**src/rtl/xor_accum_window.sv**
```systemverilog
// xor_accum_window: running and windowed XOR accumulator.
// dout accumulates every accepted sample until clr or reset; the window
// accumulator closes every WINDOW accepted samples, loading win_out and
// pulsing win_valid for one cycle.
// Optional feature macro: XOR_ACCUM_POPCNT_EN adds win_ones, the popcount
// of each closed window value.
module xor_accum_window #(
    parameter int WIDTH  = 8,
    parameter int WINDOW = 16
) (
    input  logic                      clk,
    input  logic                      rst_n,
    input  logic [WIDTH-1:0]          din,
    input  logic                      din_valid,
    input  logic                      clr,
    output logic [WIDTH-1:0]          dout,
    output logic [WIDTH-1:0]          win_out,
    output logic                      win_valid,
    output logic [$clog2(WINDOW)-1:0] win_cnt
`ifdef XOR_ACCUM_POPCNT_EN
    ,
    output logic [$clog2(WIDTH+1)-1:0] win_ones
`endif
);

    localparam int CNT_W = $clog2(WINDOW);
    localparam logic [CNT_W-1:0] CNT_LAST = CNT_W'(WINDOW - 1);

    logic [WIDTH-1:0] wacc;
    logic [WIDTH-1:0] wacc_next;
    logic             accept;
    logic             closing;

    // Sample qualification and the value a closing window would load.
    always_comb begin
        accept    = din_valid && !clr;
        closing   = accept && (win_cnt == CNT_LAST);
        wacc_next = wacc ^ din;
    end

    // Accumulators, window counter and closure pulse.
    always_ff @(posedge clk) begin
        if (!rst_n) begin
            dout      <= '0;
            wacc      <= '0;
            win_cnt   <= '0;
            win_out   <= '0;
            win_valid <= 1'b0;
        end else if (clr) begin
            // win_out deliberately keeps the last completed window.
            dout      <= '0;
            wacc      <= '0;
            win_cnt   <= '0;
            win_valid <= 1'b0;
        end else begin
            win_valid <= 1'b0;
            if (accept) begin
                dout <= dout ^ din;
                if (closing) begin
                    win_out   <= wacc_next;
                    win_valid <= 1'b1;
                    wacc      <= '0;
                    win_cnt   <= '0;
                end else begin
                    wacc    <= wacc_next;
                    win_cnt <= win_cnt + CNT_W'(1);
                end
            end
        end
    end

`ifdef XOR_ACCUM_POPCNT_EN
    localparam int ONES_W = $clog2(WIDTH + 1);

    logic [ONES_W-1:0] ones_next;

    // Popcount of the value being loaded into win_out.
    always_comb begin
        ones_next = '0;
        for (int i = 0; i < WIDTH; i++) begin
            ones_next = ones_next + ONES_W'(wacc_next[i]);
        end
    end

    // win_ones tracks win_out: loaded on closure, held on clr, zeroed on reset.
    always_ff @(posedge clk) begin
        if (!rst_n) begin
            win_ones <= '0;
        end else if (closing) begin
            win_ones <= ones_next;
        end
    end
`endif

endmodule

```
**config.mk**
```make
export PLATFORM = sky130hd
export DESIGN_NAME = xor_accum_window
export DESIGN_NICKNAME = d
export VERILOG_FILES = /design/src/rtl/xor_accum_window.sv
export SDC_FILE = /design/constraint.sdc
export NUM_CORES = 1
export LEC_CHECK = 0
export CORE_ASPECT_RATIO = 0.8
export CORE_MARGIN = 2
export CORE_UTILIZATION = 50
export CTS_BUF_LIST = sky130_fd_sc_hd__clkbuf_16
export DETAILED_ROUTE_END_ITERATION = 16
export GPL_TIMING_DRIVEN = 0
export PLACE_DENSITY_LB_ADDON = 0.15
export SLEW_MARGIN = 40
export SYNTH_ARGS = -nofsm -noshare
export SYNTH_HDL_FRONTEND = slang
export SYNTH_SLANG_ARGS = --single-unit
```
**constraint.sdc**
```tcl
create_clock -name clk -period 3.2 [get_ports clk]
set_input_delay 0.96 -clock clk [delete_from_list [all_inputs] [get_ports clk]]
set_output_delay 0.96 -clock clk [all_outputs]
set_load 0.01 [all_outputs]
```
==> results of run 1 <==
==> cells in the final DEF (no fill, tap or decap), types with 2 or more instances in the layout <==
cell type                         Yosys  layout
sky130_fd_sc_hd__a21oi_1              3       3
sky130_fd_sc_hd__a311oi_1             7       7
sky130_fd_sc_hd__buf_2                5       5
sky130_fd_sc_hd__clkbuf_16            0       5
sky130_fd_sc_hd__clkdlybuf4s50_1      0      31
sky130_fd_sc_hd__dfxtp_1             29      29
sky130_fd_sc_hd__nand2_1             10      10
sky130_fd_sc_hd__nand2b_1             2       2
sky130_fd_sc_hd__nand3_1             11      11
sky130_fd_sc_hd__nor2_1              17      17
sky130_fd_sc_hd__o211a_1              8       8
sky130_fd_sc_hd__o21a_1               7       7
sky130_fd_sc_hd__o21ai_0              2       2
sky130_fd_sc_hd__xnor2_1              8       8
sky130_fd_sc_hd__xor2_1               9       9
==> flip-flops by register name (all words and copies together), names as in the netlist <==
register and flops:
dout 8, wacc 8, win_out 8, win_cnt 4, win_valid 1
==> path summary, 6_finish.rpt <==
| path | endpoint | slack (ns) | cells after the start |
|---|---|---|---|
| max reg2reg | wacc[4] | 1.62 | 4 |
| min reg2reg | wacc[6] | 0.50 | 1 |
| min | wacc[6] | 0.50 | 1 |
| max | win_cnt[2] | 0.98 | 1 |
==> stage by stage <==
stage	utilization (%)	worst slack [ns]	hold WS (ns)	area [sq um]
after floorplan	-	1.570	0.4693	1234
after global placement	65.68	0.8697	0.4817	1578
after detailed placement	65.68	0.7787	0.4847	1578
after CTS	71.20	0.9754	0.5003	1710
after global routing	71.20	0.9088	0.5140	1710
final	71.20	0.9785	0.5009	1710
==> cell type report <==
cell class              count  area [sq um]  share of cell area [%]
multi-input cells          95         616.8                   36.06
flip-flops and latches     29         580.6                   33.94
repair buffers             31         310.3                   18.14
clock buffers               5         125.1                   7.315
well taps                  27         33.78                   1.975
plain buffers               6         32.53                   1.902
clock inverters             2         7.507                  0.4389
inverters                   1         3.754                  0.2195
==> synthesized netlist by cell type (all sizes together), types with 2 or more instances <==
cell type | count | area share, %
o211a | 8 | 6.5
o21a | 7 | 4.3
nand2b | 2 | 1.0
dfxtp | 29 | 47
xnor2 | 8 | 5.7
nand2 | 10 | 3.0
xor2 | 9 | 6.4
buf | 6 | 2.6
a311oi | 7 | 5.0
o21ai | 3 | 1.2
nor2 | 18 | 5.7
nand3 | 11 | 4.5
a21oi | 3 | 1.2
==> metal layers <==
metal / global-route usage, % / share of wire, % / wire, microns
met1: 24.53 / 43 / 1220
met2: 36.81 / 50 / 1435
met3: 5.882 / 4.7 / 134
met4: 10.37 / 1.9 / 53
met5: 0 / 0 / 0
==> power by group <==
group	switching, W	internal [W]
combinational	0.0000426	0.0000420
clock	0.000138	0.000275
sequential	0.00000777	0.000372
total	0.000188	0.000689
==> kinds of logic after synthesis <==
kind of cell / Yosys count / share of synthesized area (%)
DFF: 29 / 47.06
and+or+nand+nor: 48 / 17.95
AOI/OAI and AO/OA: 28 / 18.15
muxes: 1 / 0.8114
xor gates and xnor gates: 17 / 12.07
buffers and inverters: 7 / 2.941
adders and majority gates: 1 / 1.014
==> worst reg2reg max path, delay by kind of cell (launching register included) <==
family | cells | cell delay [ns]
compound gates | 1 | 0.36
simple gates | 2 | 0.52
fa+ha+maj | 1 | 0.25
flops | 1 | 0.34
==> impl_metrics.env, run 1 <==
export IMPL_worstSetupEndpointType="primary output"
export IMPL_drc=0
export IMPL_post_cts_buffers=0
export IMPL_setup_total_negative_slack_ns=0
export IMPL_type_of_the_worst_setup_path="reg -> out"
export IMPL_slew_limit_headroom_pct=60.75
export IMPL_flip_flop_and_latch_count_after_synthesis=29
export IMPL_finalCritPeriodShare_pct=69.42
export IMPL_numPortBuffers=31
export IMPL_antenna_violations_before_repair=0
export IMPL_routed_wire_length_per_instance_microns=14.51
export IMPL_place_detailed_hpwl_microns=1983
export IMPL_critical_path_cell_chain="clkdlybuf4s50_1"
export IMPL_floorplan_rows=16
export IMPL_skew_ns=0.002239
export IMPL_cts_root_to_sink_buffers=2
export IMPL_vias_in_the_first_global_route=1077
export IMPL_p_total_w=0.0008774
export IMPL_crit_reg2reg_launch="win_cnt[0]"
export IMPL_area_growth_syn_to_layout_pct=38.64
export IMPL_dieHeight_microns=48.43
export IMPL_netlist_area_sq_um=1234
export IMPL_powerDensity_nw_per_um2=513.0
export IMPL_num_antenna_cells=0
export IMPL_tritoncts_num_sinks=29
export IMPL_io_pins=33
export IMPL_vdd_ir_drop_max_mv=0.3079
export IMPL_critPathRequiredTime_ns=2.24
export IMPL_synth_seq_area_share_pct=47.06
export IMPL_ys_warnings_count=0
export IMPL_synth_edff_count=0
export IMPL_place_congestion=0.6967
export IMPL_worstSkewPairLatency_ns=0.27
export IMPL_fillerInstances=197
export IMPL_ctsResizeCount=0
export IMPL_yosys_cell_types_count=26
export IMPL_timing_max_transition_violations_final=0
export IMPL_detail_route_wirelength_microns=2844
export IMPL_startpoint_type_of_the_worst_setup_path="register"
export IMPL_crit_path_max_incr_delay_ns=0.57
export IMPL_grt_overflow=0
export IMPL_layout_min_cycle_time_ns=2.221
export IMPL_clock_tree_root_cell="sky130_fd_sc_hd__clkbuf_16"
export IMPL_fin_nets=182
export IMPL_min_delay_start="wacc[6]"
export IMPL_syn_avg_cell_area_sq_um=9.417
export IMPL_placedCellCount=189
export IMPL_setup_viol=0
export IMPL_slowest_stage="sky130_fd_sc_hd__clkdlybuf4s50_1"
export IMPL_tritoncts="done"
export IMPL_count_of_nets_left_with_antenna_violations_after_detail_routing=0
export IMPL_synth_async_sr_flop_share_pct=0
export IMPL_mappedNetlistNets=144
export IMPL_critical_path_top_delay_family="buffers and inverters"
export IMPL_grt_setup_unrepaired="false"
export IMPL_grt_first_pass_wirelength_microns=4650
export IMPL_hold_class="reg -> reg"
export IMPL_drt_iter0_markers=59
export IMPL_fraction_of_final_layout_cells_with_drive_strength_greater_than_1_pct=7.692
export IMPL_core_sq_um=2402
export IMPL_cp_max_fo=6
export IMPL_cts_made_buffers=5
export IMPL_grt_max_degree=11
export IMPL_worst_pin_slew_ns=0.5876
export IMPL_initial_utilization_pct=51.35
export IMPL_avgViaCountPerCell=5.515
export IMPL_max_cap_violations=0
export IMPL_vias=1081
export IMPL_worstSetupStartpoint="win_cnt[2]"
export IMPL_die_area_sq_um=2883
export IMPL_grt_total_usage_pct=21.64
export IMPL_final_hold_violation_count=0
export IMPL_number_of_buffer_and_inverter_instances_along_the_worst_setup_path=1
export IMPL_htree_num_levels=2
export IMPL_fmax_mhz=450.2
export IMPL_critical_path_arrival_ns=1.26
export IMPL_static_leakage_power_nw=0.7361
export IMPL_synthesis_instances=131
export IMPL_synth_main_ff_cell="sky130_fd_sc_hd__dfxtp_1"
export IMPL_holdBufCountCts=0
export IMPL_stdcell_count=196
export IMPL_clk_transition_reported_paths_ns=0.04
export IMPL_die_w_microns=59.54
export IMPL_run_status="completed"
export IMPL_drtPass1Iterations=4
No activity file was read; power rests on OpenSTA's default activity.
==> run 2: changes to the inputs <==
CORE_UTILIZATION = 42   (was 50)
clock period = 2 ns   (was 3.2 ns; I/O delays follow)
==> run 2 against run 1 <==
Effect of this change: non-clock buffer count is the same; clock-buffer cell count unchanged; sequential power grew 59%; flip-flop and latch count is the same; global-route usage fell by 4.2 points; register-to-register slack worse by 1.1 ns; combinational power increased by 58%; clock power rose by 62%; routed wire length shrank 8.1%.
==> impl_metrics.env, run 2 (same netlist as run 1, synthesis figures left out) <==
export IMPL_crit_reg2reg_launch="win_cnt[0]"
export IMPL_layout_common_cells="sky130_fd_sc_hd__clkdlybuf4s50_1, sky130_fd_sc_hd__dfxtp_1, sky130_fd_sc_hd__nor2_1, sky130_fd_sc_hd__nand3_1, sky130_fd_sc_hd__nand2_1"
export IMPL_dieHeight_microns=52.48
export IMPL_holdBufCountCts=0
export IMPL_grt_total_usage_pct=17.42
export IMPL_grt_overflow=0
export IMPL_worst_pin_slew_ns=0.5281
export IMPL_slew_limit_headroom_pct=64.72
export IMPL_drc=0
export IMPL_min_delay_start="win_out[1]"
export IMPL_grt_first_pass_wirelength_microns=4333
export IMPL_routed_wire_length_per_instance_microns=12.62
export IMPL_htree_num_levels=2
export IMPL_critical_path_top_delay_family="buffers and inverters"
export IMPL_tritoncts_num_sinks=29
export IMPL_vias=1089
export IMPL_hold_class="reg -> reg"
export IMPL_area_after_dpl_sq_um=1592
export IMPL_reg_to_reg_setup_timing_slack_ns=0.49
export IMPL_number_of_buffer_and_inverter_instances_along_the_worst_setup_path=1
export IMPL_type_of_the_worst_setup_path="reg -> out"
export IMPL_slowest_stage="sky130_fd_sc_hd__clkdlybuf4s50_1"
export IMPL_fillerInstances=244
export IMPL_p_total_w=0.001411
export IMPL_place_detailed_hpwl_microns=1902
export IMPL_io_pins=33
export IMPL_timing_max_transition_violations_final=0
export IMPL_vdd_ir_drop_max_mv=0.4934
export IMPL_detail_route_wirelength_microns=2613
export IMPL_layout_min_cycle_time_ns=1.857
export IMPL_die_w_microns=64.60
export IMPL_post_cts_buffers=0
export IMPL_grt_max_degree=11
export IMPL_drt_iter0_markers=50
export IMPL_initial_utilization_pct=44.27
export IMPL_run_status="completed"
export IMPL_ctsResizeCount=0
export IMPL_fmax_mhz=538.6
export IMPL_num_antenna_cells=0
export IMPL_clock_tree_root_cell="sky130_fd_sc_hd__clkbuf_16"
export IMPL_antenna_violations_before_repair=0
export IMPL_numPortBuffers=31
export IMPL_max_cap_violations=0
export IMPL_fraction_of_final_layout_cells_with_drive_strength_greater_than_1_pct=7.692
export IMPL_design_area_sq_um=1724
export IMPL_static_leakage_power_nw=0.7361
export IMPL_cp_max_fo=6
export IMPL_reg_largest_list="dout (8), wacc (8), win_out (8)"
export IMPL_floorplan_rows=17
export IMPL_drtPass1Iterations=4
export IMPL_crit_path_max_incr_delay_ns=0.57
export IMPL_startpoint_type_of_the_worst_setup_path="register"
export IMPL_worstSetupEndpointType="primary output"
export IMPL_powerDensity_nw_per_um2=818.5
export IMPL_critPathRequiredTime_ns=1.40
export IMPL_count_of_nets_left_with_antenna_violations_after_detail_routing=0
export IMPL_mostFrequentLayoutCell="sky130_fd_sc_hd__clkdlybuf4s50_1"
export IMPL_die_area_sq_um=3390
export IMPL_worstSetupStartpoint="win_cnt[2]"
export IMPL_skew_ns=0.005603
export IMPL_vias_in_the_first_global_route=993
export IMPL_cts_made_buffers=5
export IMPL_fin_nets=182
export IMPL_cts_root_to_sink_buffers=2
export IMPL_setup_total_negative_slack_ns=0
export IMPL_final_hold_violation_count=0
export IMPL_clk_transition_reported_paths_ns=0.05
export IMPL_area_growth_syn_to_layout_pct=39.76
export IMPL_core_sq_um=2786
export IMPL_avgViaCountPerCell=5.261
export IMPL_critical_path_cell_chain="clkdlybuf4s50_1"
export IMPL_tritoncts="done"
export IMPL_finalCritPeriodShare_pct=92.84
export IMPL_worstSkewPairLatency_ns=0.27
export IMPL_critical_path_arrival_ns=1.26
export IMPL_grt_setup_unrepaired="false"
export IMPL_setup_viol=0
export IMPL_place_congestion=0.7634
run 2: final timing paths:
path | to | depth (start not counted)
hold reg to reg | win_out[1] | 1
hold / removal | win_out[1] | 1
setup / recovery | win_cnt[2] | 1
setup reg to reg | wacc[3] | 4
run 2: per-layer routing:
metal  up-vias  GRT usage, %  wire (microns)  part of all wire [%]
met5         -             0               0                     0
met4         0         10.64              67                   2.6
met3         8         4.731             144                   5.5
met2        31         29.34            1226                    47
met1       514         19.97            1175                    45
li1        536             -               -                     -
run 2: stage by stage:
| step | hold slack, ns | instances | worst slack (ns) | util, % |
|---|---|---|---|---|
| floorplan | 0.4693 | 131 | 0.7298 | - |
| detailed placement | 0.4902 | 200 | 0.01003 | 57.12 |
| global route | 0.5231 | 207 | 0.08542 | 61.88 |
| finish | 0.4959 | 207 | 0.1433 | 61.88 |
| CTS | 0.4989 | 207 | 0.1372 | 61.88 |
| global placement | 0.4826 | 200 | 0.02097 | 57.12 |
run 2: final cells by class:
class	count	area, sq um	share of cell area [%]
plain buffers	6	32.53	1.887
clock buffers	5	125.1	7.257
clock inverters	2	7.507	0.4354
inverters	1	3.754	0.2177
multi-input cells	95	616.8	35.78
flip-flops and latches	29	580.6	33.67
well taps	38	47.55	2.758
repair buffers	31	310.3	18.00
run 2: power by group:
group	total [W]	leakage, nW	internal (W)	switching [W]
Sequential	0.000606	0.236	0.000595	0.0000117
Clock	0.000671	0.0685	0.000442	0.000229
Combinational	0.000134	0.432	0.0000672	0.0000665
==> run 3: changes to the inputs <==
CORE_MARGIN = 1   (was 2)
clock period = 1.5 ns   (was 2 ns; I/O delays follow)
==> run 3 against run 2 <==
Effect of this change: routed wire length up 5.4%; flip-flop and latch count unchanged; core utilization increased by 1.8 points; die area down 6.8%; via count fell by 1.5%; register-to-register slack lost 0.36 ns; critical endpoint is now win_cnt[0]; highest routed layer unchanged.
==> impl_metrics.env, run 3 (same netlist as run 1, synthesis figures left out) <==
export IMPL_vias_in_the_first_global_route=1057
export IMPL_htree_num_levels=2
export IMPL_routed_wire_length_per_instance_microns=13.06
export IMPL_clock_tree_root_cell="sky130_fd_sc_hd__clkbuf_16"
export IMPL_mostFrequentLayoutCell="sky130_fd_sc_hd__dfxtp_1"
export IMPL_worstSkewPairLatency_ns=0.27
export IMPL_hold_class="reg -> reg"
export IMPL_holdBufCountCts=0
export IMPL_multi_input_area_sq_um=643.1
export IMPL_run_status="completed"
export IMPL_io_pins=33
export IMPL_detail_route_wirelength_microns=2755
export IMPL_reg_largest_list="dout (8), wacc (8), win_out (8)"
export IMPL_setup_viol=0
export IMPL_cts_root_to_sink_buffers=2
export IMPL_grt_total_usage_pct=19.99
export IMPL_timing_max_transition_violations_final=0
export IMPL_grt_setup_unrepaired="false"
export IMPL_fin_nets=185
export IMPL_gr_usage_met2_pct=33.33
export IMPL_fillerInstances=257
export IMPL_critical_path_arrival_ns=0.96
export IMPL_critical_path_cell_count=1
export IMPL_skew_ns=0.003604
export IMPL_avgViaCountPerCell=5.085
export IMPL_vias=1073
export IMPL_drt_iter0_markers=60
export IMPL_area_after_dpl_sq_um=1592
export IMPL_post_route_util_pct=63.67
export IMPL_powerDensity_nw_per_um2=1084
export IMPL_die_area_sq_um=3159
export IMPL_grt_first_pass_wirelength_microns=4650
export IMPL_cts_made_buffers=5
export IMPL_final_hold_violation_count=0
export IMPL_postLayoutSetupSlackWorst_ns=0.09354
export IMPL_startpoint_type_of_the_worst_setup_path="register"
export IMPL_finalCritPeriodShare_pct=93.76
export IMPL_max_cap_violations=0
export IMPL_worst_hold_path_num_cells=1
export IMPL_num_antenna_cells=0
export IMPL_critical_path_cell_chain="dlygate4sd2_1"
export IMPL_dieHeight_microns=50.48
export IMPL_worst_r2r_path_depth=5
export IMPL_static_leakage_power_nw=0.8739
export IMPL_slowest_stage="sky130_fd_sc_hd__dfxtp_1"
export IMPL_numPortBuffers=31
export IMPL_layout_min_cycle_time_ns=1.406
export IMPL_place_congestion=0.7516
export IMPL_drc=0
export IMPL_count_of_nets_left_with_antenna_violations_after_detail_routing=0
export IMPL_cp_max_fo=5
export IMPL_p_total_w=0.001908
export IMPL_tritoncts_num_sinks=29
export IMPL_clk_transition_reported_paths_ns=0.05
export IMPL_critical_path_top_delay_family="flip-flops"
export IMPL_place_detailed_hpwl_microns=1859
export IMPL_slew_limit_headroom_pct=79.06
export IMPL_preCtsSetupSlack_ns=-0.4012
export IMPL_fraction_of_final_layout_cells_with_drive_strength_greater_than_1_pct=12.14
export IMPL_worstSetupEndpointType="primary output"
export IMPL_critPathRequiredTime_ns=1.05
export IMPL_grt_most_used_layer="met2"
export IMPL_met1_usage_pct=21.83
export IMPL_fmax_mhz=711.0
export IMPL_worst_pin_slew_ns=0.3127
export IMPL_core_sq_um=2765
export IMPL_final_seq_area_sq_um=583.1
export IMPL_area_growth_syn_to_layout_pct=42.70
export IMPL_drtPass1Iterations=4
export IMPL_die_w_microns=62.60
export IMPL_crit_path_max_incr_delay_ns=0.40
export IMPL_grt_overflow=0
export IMPL_antenna_violations_before_repair=0
export IMPL_layout_common_cells="sky130_fd_sc_hd__dfxtp_1, sky130_fd_sc_hd__dlygate4sd2_1, sky130_fd_sc_hd__nor2_1, sky130_fd_sc_hd__nand2_1, sky130_fd_sc_hd__nand3_1"
export IMPL_type_of_the_worst_setup_path="reg -> out"
export IMPL_number_of_buffer_and_inverter_instances_along_the_worst_setup_path=1
export IMPL_initial_utilization_pct=44.62
export IMPL_floorplan_rows=17
export IMPL_tritoncts="done"
export IMPL_gr_usage_met3_pct=9.773
export IMPL_grt_max_degree=11
export IMPL_vdd_ir_drop_max_mv=0.7356
export IMPL_design_area_sq_um=1760
[run 3: changes by cell type in the layout (fill, tap and decap cells not counted), sizes merged]
cell           before  now
clkdlybuf4s50      31    8
clkinv              1    0
dlygate4sd2         0   22
dlymetal6s2s        0    1
buf                 6    9
inv                 2    4
[run 3: per-stage QoR]
step | cells | setup TNS [ns] | hold WS [ns]
6_report | 211 | 0 | 0.4925
5_1_grt | 211 | 0 | 0.5174
4_1_cts | 210 | 0 | 0.4953
3_5_place_dp | 200 | -6.996 | 0.4893
3_3_place_gp | 200 | -6.302 | 0.4819
2_1_floorplan | 131 | 0 | 0.4693
[run 3: report_power, final]
part / total [W] / switching (W) / internal, W
sequential: 0.000809 / 0.0000164 / 0.000792
combinational: 0.000181 / 0.0000921 / 0.0000884
clock: 0.000918 / 0.000325 / 0.000594
[run 3: final cells by class]
cell class	count	share of cell area (%)
multi-input combinational	95	36.53
timing repair buffer	34	17.48
tap	38	2.701
clock inverter	3	0.6397
clock buffer	5	7.107
inverter	1	0.2132
buffer	6	2.203
sequential	29	33.12
[run 3: timing repair]
item | 4_1_cts | 5_1_grt
resized for setup | 28 | 4
pin swaps | 0 | 2
endpoints found under the hold margin | 0 | 0
setup endpoints to repair | 28 | 14
setup buffers | 2 | 1
[run 3: metal layers]
layer,part of all wire [%],up-vias
li1,-,539
met1,47,510
met2,48,22
met3,4.5,2
met4,0.25,0
met5,0,-
[run 3: final timing paths]
| check | start | endpoint | slack [ns] |
|---|---|---|---|
| hold / removal | win_out[6] | win_out[6] | 0.49 |
| setup / recovery | win_cnt[0] | win_cnt[0] | 0.09 |
| hold reg to reg | win_out[6] | win_out[6] | 0.49 |
| setup reg to reg | win_cnt[0] | win_out[4] | 0.13 |
